### config.mk
export PLATFORM = sky130hd
export DESIGN_NAME = csi_packet_framer
export DESIGN_NICKNAME = d
export VERILOG_FILES = /design/src/rtl/csi_packet_framer.sv
export SDC_FILE = /design/constraint.sdc
export NUM_CORES = 1
export LEC_CHECK = 0
export CAP_MARGIN = 20
export CELL_PAD_IN_SITES_DETAIL_PLACEMENT = 0
export CELL_PAD_IN_SITES_GLOBAL_PLACEMENT = 2
export CORE_MARGIN = 2
export CORE_UTILIZATION = 31
export DETAILED_ROUTE_END_ITERATION = 16
export PLACE_DENSITY = 0.88
export SLEW_MARGIN = 10
export SYNTH_ARGS = -nofsm -noshare
export SYNTH_HDL_FRONTEND = slang
export SYNTH_SLANG_ARGS = --single-unit
### constraint.sdc
create_clock -name clk -period 2.08 [get_ports clk]
set_input_delay 0.624 -clock clk [delete_from_list [all_inputs] [get_ports clk]]
set_output_delay 0.624 -clock clk [all_outputs]
set_load 0.1 [all_outputs]
### src/rtl/csi_packet_framer.sv
// CSI-2 packet framing controller: turns frame/line pulses into short/long packet
// requests and delay-aligns the byte stream to them, checking line payload length.
module csi_packet_framer #(
    parameter int DATA_DELAY    = 3,
    parameter int FRAME_NUM_MAX = 0
) (
    input  logic        clk,
    input  logic        reset_n,
    input  logic [1:0]  vc_i,
    input  logic [1:0]  pix_format_i,
    input  logic [15:0] h_pix_i,
    input  logic        fv_start_i,
    input  logic        fv_end_i,
    input  logic        lv_start_i,
    input  logic        lv_end_i,
    input  logic        byte_en_i,
    input  logic [7:0]  byte_data_i,
    output logic        sp_en_o,
    output logic        lp_en_o,
    output logic [5:0]  dt_o,
    output logic [15:0] wc_o,
    output logic [1:0]  vc_o,
    output logic        byte_en_o,
    output logic [7:0]  byte_data_o,
    output logic        len_err_o,
    output logic        collision_o,
    output logic [15:0] frame_num_o
);

    localparam logic [15:0] FN_MAX    = 16'(FRAME_NUM_MAX);
    localparam bit          NUMBERING = (FRAME_NUM_MAX > 0);

    typedef enum logic [1:0] {IDLE, FRAME, LINE} state_t;

    state_t      state, state_nxt;
    logic        acc_fs, acc_fe, acc_ls, acc_le;
    logic [2:0]  ev_cnt;
    logic [15:0] byte_cnt, byte_cnt_inc, cnt_at_end;
    logic [15:0] frame_num, frame_num_adv;
    logic [15:0] wc_line;
    logic [5:0]  dt_line;
    logic [1:0]  vc_lat;
    logic [8:0]  dly_p [DATA_DELAY];

    function automatic logic [15:0] line_wc(input logic [15:0] h, input logic [1:0] fmt);
        case (fmt)
            2'd0:    return h;
            2'd2:    return h + (h >> 1);
            default: return h + (h >> 2);
        endcase
    endfunction

    function automatic logic [5:0] line_dt(input logic [1:0] fmt);
        case (fmt)
            2'd0:    return 6'h2A;
            2'd2:    return 6'h2C;
            default: return 6'h2B;
        endcase
    endfunction

    // Priority chain works on valid events only, so an ignored pulse never masks a lower one
    always_comb begin
        state_nxt = state;
        acc_fs    = 1'b0;
        acc_fe    = 1'b0;
        acc_ls    = 1'b0;
        acc_le    = 1'b0;
        if (fv_start_i) begin
            acc_fs    = 1'b1;
            state_nxt = FRAME;
        end else if (fv_end_i && state != IDLE) begin
            acc_fe    = 1'b1;
            state_nxt = IDLE;
        end else if (lv_start_i && state == FRAME) begin
            acc_ls    = 1'b1;
            state_nxt = LINE;
        end else if (lv_end_i && state == LINE) begin
            acc_le    = 1'b1;
            state_nxt = FRAME;
        end
    end

    assign ev_cnt        = {2'b00, fv_start_i} + {2'b00, fv_end_i}
                         + {2'b00, lv_start_i} + {2'b00, lv_end_i};
    assign byte_cnt_inc  = (byte_cnt == 16'hFFFF) ? byte_cnt : byte_cnt + 16'd1;
    assign cnt_at_end    = byte_en_i ? byte_cnt_inc : byte_cnt;
    assign frame_num_adv = (frame_num == 16'd0 || frame_num == FN_MAX) ? 16'd1
                                                                       : frame_num + 16'd1;
    assign frame_num_o   = frame_num;

    always_ff @(posedge clk or negedge reset_n) begin
        if (!reset_n) begin
            state <= IDLE;
        end else begin
            state <= state_nxt;
        end
    end

    always_ff @(posedge clk or negedge reset_n) begin
        if (!reset_n) begin
            sp_en_o     <= 1'b0;
            lp_en_o     <= 1'b0;
            dt_o        <= '0;
            wc_o        <= '0;
            vc_o        <= '0;
            len_err_o   <= 1'b0;
            collision_o <= 1'b0;
            byte_cnt    <= '0;
            frame_num   <= '0;
            wc_line     <= '0;
            dt_line     <= '0;
            vc_lat      <= '0;
        end else begin
            sp_en_o     <= acc_fs | acc_fe;
            lp_en_o     <= acc_ls;
            collision_o <= (ev_cnt > 3'd1);
            len_err_o   <= ((acc_fs || acc_fe) && state == LINE)
                         || (acc_le && cnt_at_end != wc_line);

            if (acc_ls) begin
                byte_cnt <= '0;
            end else if (state == LINE && byte_en_i) begin
                byte_cnt <= byte_cnt_inc;
            end

            // Header fields hold between emitted packets
            if (acc_fs) begin
                vc_lat    <= vc_i;
                wc_line   <= line_wc(h_pix_i, pix_format_i);
                dt_line   <= line_dt(pix_format_i);
                frame_num <= frame_num_adv;
                dt_o      <= 6'h00;
                wc_o      <= NUMBERING ? frame_num_adv : 16'd0;
                vc_o      <= vc_i;
            end else if (acc_fe) begin
                dt_o      <= 6'h01;
                wc_o      <= NUMBERING ? frame_num : 16'd0;
                vc_o      <= vc_lat;
            end else if (acc_ls) begin
                dt_o      <= dt_line;
                wc_o      <= wc_line;
                vc_o      <= vc_lat;
            end
        end
    end

    // Byte pipeline: stage 0 samples the input, last stage drives the outputs
    always_ff @(posedge clk or negedge reset_n) begin
        if (!reset_n) begin
            for (int i = 0; i < DATA_DELAY; i++) dly_p[i] <= '0;
        end else begin
            dly_p[0] <= {byte_en_i, byte_data_i};
            for (int i = 1; i < DATA_DELAY; i++) dly_p[i] <= dly_p[i-1];
        end
    end

    assign {byte_en_o, byte_data_o} = dly_p[DATA_DELAY-1];

endmodule

==> results of run 1 <==
## synthesized netlist by cell type, types with 3 or more instances
cell type | count | area, sq um
a211oi_1 | 6 | 45.0
a21oi_1 | 69 | 345
a311oi_1 | 3 | 26.3
a31oi_1 | 13 | 81.3
and2_1 | 3 | 18.8
and3_1 | 13 | 81.3
buf_1 | 3 | 11.3
buf_2 | 5 | 25.0
buf_4 | 13 | 97.6
clkbuf_1 | 17 | 63.8
dfrtp_1 | 109 | 2730
ha_1 | 18 | 225
inv_1 | 17 | 63.8
mux2_2 | 22 | 248
mux2i_1 | 10 | 100
nand2_1 | 62 | 233
nand3_1 | 21 | 105
nand4_1 | 7 | 43.8
nor2_1 | 49 | 184
nor2b_1 | 5 | 31.3
nor3_1 | 10 | 50.1
nor3_2 | 3 | 30.0
nor4_1 | 5 | 31.3
o211ai_1 | 4 | 30.0
o21a_1 | 4 | 30.0
o21ai_0 | 28 | 140
o22ai_1 | 4 | 25.0
or3_1 | 3 | 18.8
xnor2_1 | 30 | 263
xor2_1 | 18 | 158
## path summary, 6_finish.rpt
check	slack, ns	start	to
min in group clk	0.35	dly_p[26]$_DFF_PN0_	dly_p[17]$_DFF_PN0_
max reg2reg	-0.22	byte_cnt[0]$_DFFE_PN0P_	len_err_o$_DFF_PN0_
max	-0.78	pix_format_i[0]	wc_line[10]$_DFFE_PN0P_
max in group asynchronous	1.25	reset_n	wc_o[5]$_DFFE_PN0P_
min reg2reg	0.35	dly_p[26]$_DFF_PN0_	dly_p[17]$_DFF_PN0_
min	0.21	reset_n	byte_data_o[3]$_DFF_PN0_
## metal layers
metal / wire [um] / GRT usage (%)
met1: 7580 / 22.4
met2: 8940 / 30.6
met3: 569 / 1.99
met4: 235 / 5.68
met5: 0 / 0
## per-stage QoR
| stage | area (sq um) | TNS (ns) | total power, mW | std cells |
|---|---|---|---|---|
| final | 9300 | -7.54 | 7.15 | 1059 |
| after global routing | 9300 | -9.40 | 7.49 | 1059 |
| after CTS | 9150 | -7.79 | 7.16 | 1056 |
| after detailed placement | 8660 | -27.20 | 5.28 | 1035 |
| after global placement | 8660 | -25.34 | 5.22 | 1035 |
| after floorplan | 6150 | -8.82 | 4.16 | 615 |
## power groups by stage
| stage | Sequential, mW | Clock (mW) | Combinational, mW |
|---|---|---|---|
| 2_1_floorplan | 3.28 | 0 | 0.879 |
| 3_3_place_gp | 2.67 | 0 | 2.55 |
| 3_5_place_dp | 2.68 | 0 | 2.60 |
| 4_1_cts | 2.64 | 1.86 | 2.66 |
| 5_1_grt | 2.67 | 1.94 | 2.88 |
| 6_report | 2.64 | 1.80 | 2.71 |
## registers in the layout, indices dropped and copies added, names as in the netlist
signal	count
dly_p	18
wc_line	16
byte_data_o	8
wc_o	16
vc_lat	2
dt_line	4
vc_o	2
dt_o	4
collision_o	1
frame_num_o	16
byte_cnt	16
state	2
len_err_o	1
byte_en_o	1
sp_en_o	1
lp_en_o	1
## layout by cell type, fill, tap and decap left out, drive strengths merged, types with 7 or more instances in the layout
| master | count |
|---|---|
| mux2 | 22 |
| nand3 | 23 |
| xor2 | 18 |
| buf | 201 |
| a31oi | 13 |
| xnor2 | 30 |
| dfrtp | 109 |
| a21oi | 69 |
| nand2 | 62 |
| clkdlybuf4s50 | 25 |
| o21ai | 30 |
| ha | 18 |
| nand4 | 7 |
| nor2 | 49 |
| clkbuf | 10 |
| and3 | 16 |
| mux2i | 10 |
| nor3 | 13 |
| inv | 22 |
## repair_timing
| action | in CTS | in global routing |
|---|---|---|
| buffers inserted | 5 | 5 |
| pin swaps | 26 | 30 |
| resized for setup | 44 | 26 |
| setup endpoints to repair | 20 | 33 |
| gates cloned | 0 | 0 |
## cell families after synthesis
family,count (synthesis),share of synthesized area (%)
flops,109,46.1
buf+inv,56,4.61
simple gates,197,16.5
fa+ha+maj,20,4.48
compound gates,152,15.3
other cells,1,0.0633
mux,32,5.88
xor+xnor,48,7.10
## layout make-up
cell class / instances / area [sq um]
Clock buffer: 9 / 225
Multi-Input combinational cell: 450 / 3330
Tap cell: 234 / 293
Fill cell: 1637 / 9400
Sequential cell: 109 / 2740
Clock inverter: 7 / 93.8
Inverter: 17 / 63.8
Timing Repair Buffer: 233 / 2560
==> flow_metrics.env, run 1 <==
export IMPL_via_count=5313
export IMPL_diodes=0
export IMPL_fmax_mhz=350
export IMPL_rows=50
export IMPL_grt_pass1_vias=5495
export IMPL_dieHeight_um=142
export IMPL_worst_setup_path_start_kind="primary input"
export IMPL_port_buffer_count=86
export IMPL_power_frac_seq_pct=36.9
export IMPL_netlist_area_sq_um=5920
export IMPL_grt_max_degree=44
export IMPL_synth_warning_count=0
export IMPL_syn_nets=670
export IMPL_critPathBufInv=2
export IMPL_cpMaxStageDelayCell="fa_2"
export IMPL_clk_latency_ns=0.36
export IMPL_area_growth_pct=57.1
export IMPL_num_io_pins=88
export IMPL_crit_chain="buf_6 -> nor2b_4 -> buf_12 -> mux2_4 -> ha_4 -> fa_2 -> a211o_1 -> a21oi_2 -> o21ai_2 -> a221oi_2 -> xor2_1 -> nor2_1 -> a21oi_1 -> a21oi_1"
export IMPL_hold_violations=0
export IMPL_drv_slew=0
export IMPL_worstSetupPathType="primary input to register"
export IMPL_irDropWorstVdd_mv=0.365
export IMPL_power_internal_mw=4.36
export IMPL_cts_num_sinks=109
export IMPL_yosysUniqueCellTypes=60
export IMPL_critPathMaxStageDelay_ns=0.34
export IMPL_worstPathRequired_ns=2.31
export IMPL_cp_common_cell="a21oi_1"
export IMPL_status="finished with violations"
export IMPL_finalWorstSetupSlack_ns=-0.780
export IMPL_h_tree_depth=3
export IMPL_p_per_area_nw_per_um2=769
export IMPL_final_util_pct=49.7
export IMPL_hold_path_class="primary input to asynchronous set/reset pin"
export IMPL_start_util_pct=31.7
export IMPL_syn_inst=615
export IMPL_end_kind="register"
export IMPL_drive_gt1_share_pct=38.1
export IMPL_synthFlopType="dfrtp_1"
export IMPL_gp_congestion=0.900
export IMPL_ant_nets=0
export IMPL_crit_fanout=7
export IMPL_r2r_cells=9
export IMPL_cts_tree="built"
export IMPL_arrival_ns=3.09
export IMPL_grt_pass1_wl_um=27900
export IMPL_setup_viol=14
export IMPL_fin_crit_sh_pct=138
export IMPL_fp_coreArea_sq_um=18700
export IMPL_die_w_um=142
export IMPL_overflow=0
export IMPL_grt_setup_unrepaired="yes"
export IMPL_fin_skew_ns=0.0101
export IMPL_cts_buffers=9
export IMPL_syn_area_per_cell_sq_um=9.63
export IMPL_dp_slack_ns=-1.66
export IMPL_ys_seq_area_share_pct=46.1
export IMPL_grt_usage_pct=17.4
export IMPL_nNetsFinal=875
export IMPL_max_clock_path_buffers=2
export IMPL_via_per_inst=5.02
export IMPL_cts_root_buf="clkbuf_16"
export IMPL_p_comb_share_pct=37.9
export IMPL_antenna_found_initial=0
export IMPL_path_clk_slew_ns=0.09
export IMPL_firstDrtPassIters=5
export IMPL_drv_cap=0
export IMPL_fin_hold_ws_ns=0.214
export IMPL_drtIter0Drc=323
export IMPL_drc_errors=0
export IMPL_swShare_pct=39.1
export IMPL_violations="setup timing"
export IMPL_routed_wl_um=17300
export IMPL_min_period_ns=2.86
export IMPL_cts_hold_buffers=0
export IMPL_p_leak_nw=4.04
export IMPL_synth_edf_count=0
export IMPL_async_flop_share_pct=100
export IMPL_clock_power_share_pct=25.2
export IMPL_wire_per_inst_um=16.4
export IMPL_dieArea_sq_um=20200
export IMPL_crit_family="compound AO/OA/AOI/OAI gates"
export IMPL_synth_seq_cells=109
export IMPL_switchingPower_mw=2.80
export IMPL_hpwl_um=13200
export IMPL_cp_depth=14
Power figures use the tool's default switching activity.
==> run 2: changes to the inputs <==
ABC_AREA = 1   (was not set)
CORE_UTILIZATION = 29   (was 31)
PLACE_DENSITY = not set   (was 0.88)
PLACE_DENSITY_LB_ADDON = 0.1   (was not set)
SLEW_MARGIN = not set   (was 10)
==> run 2 against run 1 <==
Clock power is 4% lower. Routed wire length rose by 6.0%. The run still ends with setup timing left. Design area grew 1.0%. Total power grew 5.0%. Clock skew is essentially flat. Clock-buffer cell count is the same. Via count up 9.2%. Die area increased by 10%. Area after synthesis rose by 3.5%. Core utilization fell by 4.7 points.
==> flow_metrics.env, run 2 <==
export IMPL_p_leak_nw=4.57
export IMPL_largest_reg_flops=18
export IMPL_grt_max_degree=35
export IMPL_worst_setup_path_start_kind="primary input"
export IMPL_startpoint="pix_format_i[1]"
export IMPL_violations="setup timing"
export IMPL_fmax_mhz=440
export IMPL_critPathBufInv=3
export IMPL_final_util_pct=45.0
export IMPL_drc_errors=0
export IMPL_synthFlopType="dfrtp_1"
export IMPL_p_per_area_nw_per_um2=799
export IMPL_r2r_end="len_err_o$_DFF_PN0_"
export IMPL_overflow=0
export IMPL_met3_usage_pct=1.96
export IMPL_worstSetupPathType="primary input to register"
export IMPL_cts_root_buf="clkbuf_16"
export IMPL_most_common_layout_cells="173 x nand2_1, 132 x buf_4, 103 x dfrtp_1"
export IMPL_met1_usage_pct=23.7
export IMPL_min_period_ns=2.28
export IMPL_die_w_um=149
export IMPL_port_buffer_count=86
export IMPL_worstPathRequired_ns=2.32
export IMPL_synth_top_family_by_area="simple AND/OR/NAND/NOR gates"
export IMPL_drtIter0Drc=208
export IMPL_setup_viol=10
export IMPL_synth_simple_area_share_pct=25.5
export IMPL_area_growth_pct=53.4
export IMPL_fin_crit_sh_pct=109
export IMPL_drv_slew=0
export IMPL_ant_nets=0
export IMPL_use_met2_pct=28.1
export IMPL_r2r_cells=17
export IMPL_diodes=0
export IMPL_antenna_found_initial=0
export IMPL_setup_tns_ns=-1.15
export IMPL_rr_startpoint="byte_cnt[1]$_DFFE_PN0P_"
export IMPL_wire_per_inst_um=14.4
export IMPL_cpMaxStageDelayCell="fa_2"
export IMPL_cp_common_cell="nand2_1"
export IMPL_yosysUniqueCellTypes=39
export IMPL_hpwl_um=14500
export IMPL_grt_usage_pct=17.0
export IMPL_synth_adder_area_share_pct=4.33
export IMPL_crit_family="compound AO/OA/AOI/OAI gates"
export IMPL_critPathMaxStageDelay_ns=0.35
export IMPL_hold_path_class="primary input to asynchronous set/reset pin"
export IMPL_synth_xor_area_share_pct=3.14
export IMPL_synth_top_area_share_pct=44.5
export IMPL_cts_buffers=9
export IMPL_syn_nets=847
export IMPL_cts_tree="built"
export IMPL_fin_skew_ns=0.0106
export IMPL_h_tree_depth=3
export IMPL_synthMostInstantiatedCell="nand2_1"
export IMPL_synth_compound_area_share_pct=13.1
export IMPL_fin_hold_ws_ns=0.224
export IMPL_synth_edf_count=0
export IMPL_arrival_ns=2.51
export IMPL_synthTopCellsByArea="dfrtp_1 44%, nand2_1 11%, inv_1 6.2%"
export IMPL_dieArea_sq_um=22300
export IMPL_synth_warning_count=0
export IMPL_ys_seq_area_share_pct=44.5
export IMPL_status="finished with violations"
export IMPL_drive_gt1_share_pct=29.9
export IMPL_via_per_inst=4.55
export IMPL_syn_inst=792
export IMPL_firstDrtPassIters=5
export IMPL_clk_latency_ns=0.35
export IMPL_top_usage_layer="met2"
export IMPL_nNetsFinal=1051
export IMPL_path_clk_slew_ns=0.08
export IMPL_grt_pass1_vias=5857
export IMPL_dieHeight_um=149
export IMPL_cts_num_sinks=109
export IMPL_drv_cap=0
export IMPL_yosys_top_cells_count="187 x nand2_1, 109 x dfrtp_1, 101 x inv_1"
export IMPL_fp_coreArea_sq_um=20900
export IMPL_async_flop_share_pct=100
export IMPL_routed_wl_um=18400
export IMPL_reg2reg_slack_ns=0.09
export IMPL_gp_congestion=0.916
export IMPL_cp_depth=16
export IMPL_crit_chain="buf_8 -> inv_8 -> nor2_4 -> buf_6 -> o21ai_2 -> ha_2 -> fa_2 -> nand2_2 -> nand2_1 -> nand2_1 -> nand2_2 -> a21o_1 -> a21oi_2 -> xnor2_1 -> o21ai_1 -> nand2_1"
export IMPL_finalWorstSetupSlack_ns=-0.195
export IMPL_cts_hold_buffers=0
export IMPL_fillers=2098
export IMPL_netlist_area_sq_um=6130
export IMPL_num_io_pins=88
export IMPL_syn_area_per_cell_sq_um=7.74
export IMPL_layout_commonest_cell="nand2_1"
export IMPL_top_register="dly_p"
export IMPL_hold_violations=0
export IMPL_yosysTopAreaCell="dfrtp_1"
export IMPL_crit_fanout=4
export IMPL_irDropWorstVdd_mv=1.13
export IMPL_endpoint="wc_line[10]$_DFFE_PN0P_"
export IMPL_max_clock_path_buffers=2
export IMPL_via_count=5801
export IMPL_grt_pass1_wl_um=30100
export IMPL_grt_setup_unrepaired="yes"
export IMPL_start_util_pct=29.3
export IMPL_end_kind="register"
export IMPL_rows=53
export IMPL_synth_seq_cells=109
export IMPL_synth_mux_area_share_pct=0
-- run 2: changes by cell type in the layout (fill, tap and decap cells not counted), moves of 11 or more --
cell	change
o21ai_0	+15
mux2_2	-14
xnor2_1	-26
nand2_1	+112
nand2_2	+15
a31oi_1	-11
o21ai_1	+19
nand3_1	+46
a21oi_1	-30
inv_1	+76
-- run 2: kinds of logic (layout without fill, tap and decap cells) --
group                      after synthesis  in the layout
and+or+nand+nor                        358            358
AOI/OAI and AO/OA                      145            145
buffers and inverters                  137            346
DFF                                    109            109
xor gates and xnor gates                22             22
adders and majority gates               20             20
other                                    1              1
-- run 2: what timing repair did --
item / CTS / global route
buffers inserted: 14 / 7
setup endpoints to repair: 16 / 13
pin swaps: 35 / 25
resized for setup: 72 / 57
-- run 2: power breakdown --
group	switching, mW	leakage [nW]	internal [mW]
combinational	1.95	3.09	1.20
sequential	0.262	1.33	2.36
clock	0.877	0.150	0.858
-- run 2: worst min-delay path by stage --
stage | to | slack [ns] | cells after the start
floorplan | byte_cnt[0]$_DFFE_PN0P_ | 0.33 | 0
global placement | dly_p[10]$_DFF_PN0_ | 0.33 | 0
detailed placement | byte_data_o[0]$_DFF_PN0_ | 0.34 | 0
CTS | byte_cnt[12]$_DFFE_PN0P_ | 0.23 | 1
global route | byte_cnt[12]$_DFFE_PN0P_ | 0.25 | 1
finish | byte_cnt[14]$_DFFE_PN0P_ | 0.22 | 1
-- run 2: cell type report --
class / count / area [sq um] / share of cell area [%]
clock buffer: 9 / 225 / 2.40
clock inverter: 7 / 77.6 / 0.825
inverter: 104 / 408 / 4.34
multi-input combinational: 546 / 3110 / 33.1
sequential: 109 / 2740 / 29.1
tap: 275 / 344 / 3.66
timing repair buffer: 226 / 2500 / 26.6
-- run 2: per-layer routing --
metal  wire length [um]  up-vias
met5                  0        -
li1                   -     2992
met3                376       13
met2               8880       70
met1               8910     2726
met4                196        0
-- run 2: through the flow --
stage	cell area, sq um	instances	total power, mW	setup slack, ns
CTS	9160	1269	7.52	-0.205
global route	9400	1276	7.92	-0.301
detailed placement	8680	1239	5.68	-1.16
global placement	8680	1239	5.67	-1.14
finish	9400	1276	7.51	-0.195
floorplan	6190	792	4.38	-0.332
==> run 3: changes to the inputs <==
CORE_UTILIZATION = 32   (was 29)
clock period = 2.41 ns   (was 2.08 ns; I/O delays follow)
==> run 3 against run 2 <==
The flow still finishes with violations (setup timing). Clock power is 17% lower. Routed wire length fell by 1.6%. Via count down 1.0%. Core utilization is 0.55 points lower. Flip-flop and latch count is the same. Sequential power is 16% lower. Worst hold slack gained 0.12 ns. Non-clock buffer count is 40 lower. Critical path type unchanged. Largest cell class unchanged.
==> flow_metrics.env, run 3 (synthesis results as in run 2) <==
export IMPL_switchingPower_mw=2.51
export IMPL_hpwl_um=13500
export IMPL_dr_wl_met3_um=640
export IMPL_p_per_area_nw_per_um2=718
export IMPL_routed_wl_um=18100
export IMPL_crit_fanout=6
export IMPL_h_tree_depth=3
export IMPL_irDropWorstVdd_mv=1.24
export IMPL_ant_nets=0
export IMPL_fmax_mhz=414
export IMPL_area_growth_pct=36.1
export IMPL_antenna_found_initial=0
export IMPL_critPathMaxStageDelay_ns=0.33
export IMPL_num_io_pins=88
export IMPL_cts_hold_buffers=0
export IMPL_die_w_um=142
export IMPL_wire_per_inst_um=15.1
export IMPL_drv_cap=0
export IMPL_clk_latency_ns=0.36
export IMPL_drv_slew=0
export IMPL_clock_power_share_pct=23.8
export IMPL_largest_reg_flops=18
export IMPL_wl_met2_um=8620
export IMPL_tightest_slew_ns=0.619
export IMPL_setup_viol=1
export IMPL_grt_max_degree=110
export IMPL_p_leak_nw=4.17
export IMPL_most_common_layout_cells="169 x nand2_1, 141 x buf_4, 109 x dfrtp_1"
export IMPL_dp_slack_ns=-0.920
export IMPL_top_register="dly_p"
export IMPL_start_util_pct=32.7
export IMPL_violations="setup timing"
export IMPL_path_clk_slew_ns=0.07
export IMPL_grt_usage_pct=18.6
export IMPL_min_period_ns=2.41
export IMPL_cts_num_sinks=109
export IMPL_cts_root_buf="clkbuf_16"
export IMPL_drtIter0Drc=284
export IMPL_status="finished with violations"
export IMPL_cts_tree="built"
export IMPL_drc_errors=0
export IMPL_design_area_sq_um=8340
export IMPL_worst_setup_path_start_kind="primary input"
export IMPL_grt_setup_unrepaired="yes"
export IMPL_fin_skew_ns=0.00747
export IMPL_layout_commonest_cell="nand2_1"
export IMPL_cts_buffers=9
export IMPL_hold_path_class="register to register"
export IMPL_hold_violations=0
export IMPL_topRoutingLayerUsed="met4"
export IMPL_via_per_inst=4.81
export IMPL_wl_met1_um=8660
export IMPL_arrival_ns=2.65
export IMPL_nNetsFinal=1011
export IMPL_gp_congestion=0.840
export IMPL_crit_chain="buf_8 -> inv_8 -> nor2_4 -> buf_6 -> buf_6 -> o21ai_2 -> ha_1 -> a21oi_2 -> inv_1 -> a31oi_1 -> nand3_1 -> a21oi_2 -> o21ai_1 -> o211ai_1 -> o21ai_1"
export IMPL_worstSetupPathType="primary input to register"
export IMPL_power_internal_mw=3.47
export IMPL_via_count=5742
export IMPL_grt_pass1_vias=5791
export IMPL_fin_hold_ws_ns=0.349
export IMPL_max_clock_path_buffers=2
export IMPL_grt_pass1_wl_um=29800
export IMPL_cpMaxStageDelayCell="ha_1"
export IMPL_end_kind="register"
export IMPL_fp_coreArea_sq_um=18800
export IMPL_dieHeight_um=142
export IMPL_fin_crit_sh_pct=100
export IMPL_drive_gt1_share_pct=25.2
export IMPL_rows=50
export IMPL_diodes=0
export IMPL_dieArea_sq_um=20300
export IMPL_overflow=0
export IMPL_fillers=1921
export IMPL_firstDrtPassIters=4
export IMPL_worstPathRequired_ns=2.65
export IMPL_p_comb_share_pct=39.5
export IMPL_placed_cell_area_sq_um=7720
export IMPL_finalWorstSetupSlack_ns=-0.00487
export IMPL_port_buffer_count=86
export IMPL_slew_headroom_pct=58.8
export IMPL_swShare_pct=42.0
export IMPL_power_frac_seq_pct=36.6
[run 3: worst max-delay path, delay by kind of cell]
kind	cells	cell delay, ns
buffers and inverters	5	0.47
adder cells (fa/ha/maj)	1	0.33
AND/OR/NAND/NOR	2	0.31
AO/OA/AOI/OAI	7	0.84
[run 3: final cells by class]
cell class | instances | area (sq um) | area share, %
clock buffer | 11 | 243 | 2.91
clock inverter | 5 | 35.0 | 0.420
inverter | 104 | 404 | 4.84
multi-input combinational | 546 | 3070 | 36.8
sequential | 109 | 2730 | 32.7
tap | 234 | 293 | 3.51
timing repair buffer | 186 | 1570 | 18.9
[run 3: final timing paths]
check                                             start                  endpoint  slack [ns]  cells after the start
worst max-delay path                    pix_format_i[1]   wc_line[12]$_DFFE_PN0P_      -0.005                     15
max in group asynchronous                       reset_n       vc_o[0]$_DFFE_PN0P_        1.51                      2
worst min register to register      dly_p[10]$_DFF_PN0_  byte_data_o[1]$_DFF_PN0_        0.35                      0
min in group asynchronous                       reset_n  byte_data_o[2]$_DFF_PN0_        0.42                      2
worst max register to register  byte_cnt[0]$_DFFE_PN0P_       len_err_o$_DFF_PN0_        0.27                     16
worst min-delay path                dly_p[10]$_DFF_PN0_  byte_data_o[1]$_DFF_PN0_        0.35                      0
[run 3: per-layer routing]
layer  global-route usage [%]  vias up
met1                     25.9     2732
met2                     30.5       91
met3                     3.80       11
li1                         -     2908
met4                     3.44        0
met5                        0        -
[run 3: power by group through the flow]
stage | clock (mW) | sequential (mW) | combinational [mW]
global route | 1.58 | 2.23 | 2.57
finish | 1.43 | 2.19 | 2.37
global placement | 0 | 2.22 | 2.27
detailed placement | 0 | 2.23 | 2.27
floorplan | 0 | 2.94 | 0.839
CTS | 1.49 | 2.19 | 2.33
[run 3: what timing repair did]
| item | 4_1_cts | 5_1_grt |
|---|---|---|
| setup endpoints to repair | 15 | 10 |
| setup buffers | 10 | 3 |
| pin swaps | 27 | 46 |
| resized for setup | 60 | 47 |
| cloned | 1 | 0 |
[run 3: through the flow]
step / instances / utilization [%] / setup TNS [ns] / power [mW]
global placement: 1166 / 41.2 / -10.41 / 4.49
CTS: 1193 / 43.5 / -0.00772 / 6.01
detailed placement: 1166 / 41.2 / -11.42 / 4.50
global route: 1195 / 44.5 / -0.592 / 6.38
finish: 1195 / 44.5 / -0.00487 / 5.99
floorplan: 792 / - / -0.588 / 3.78
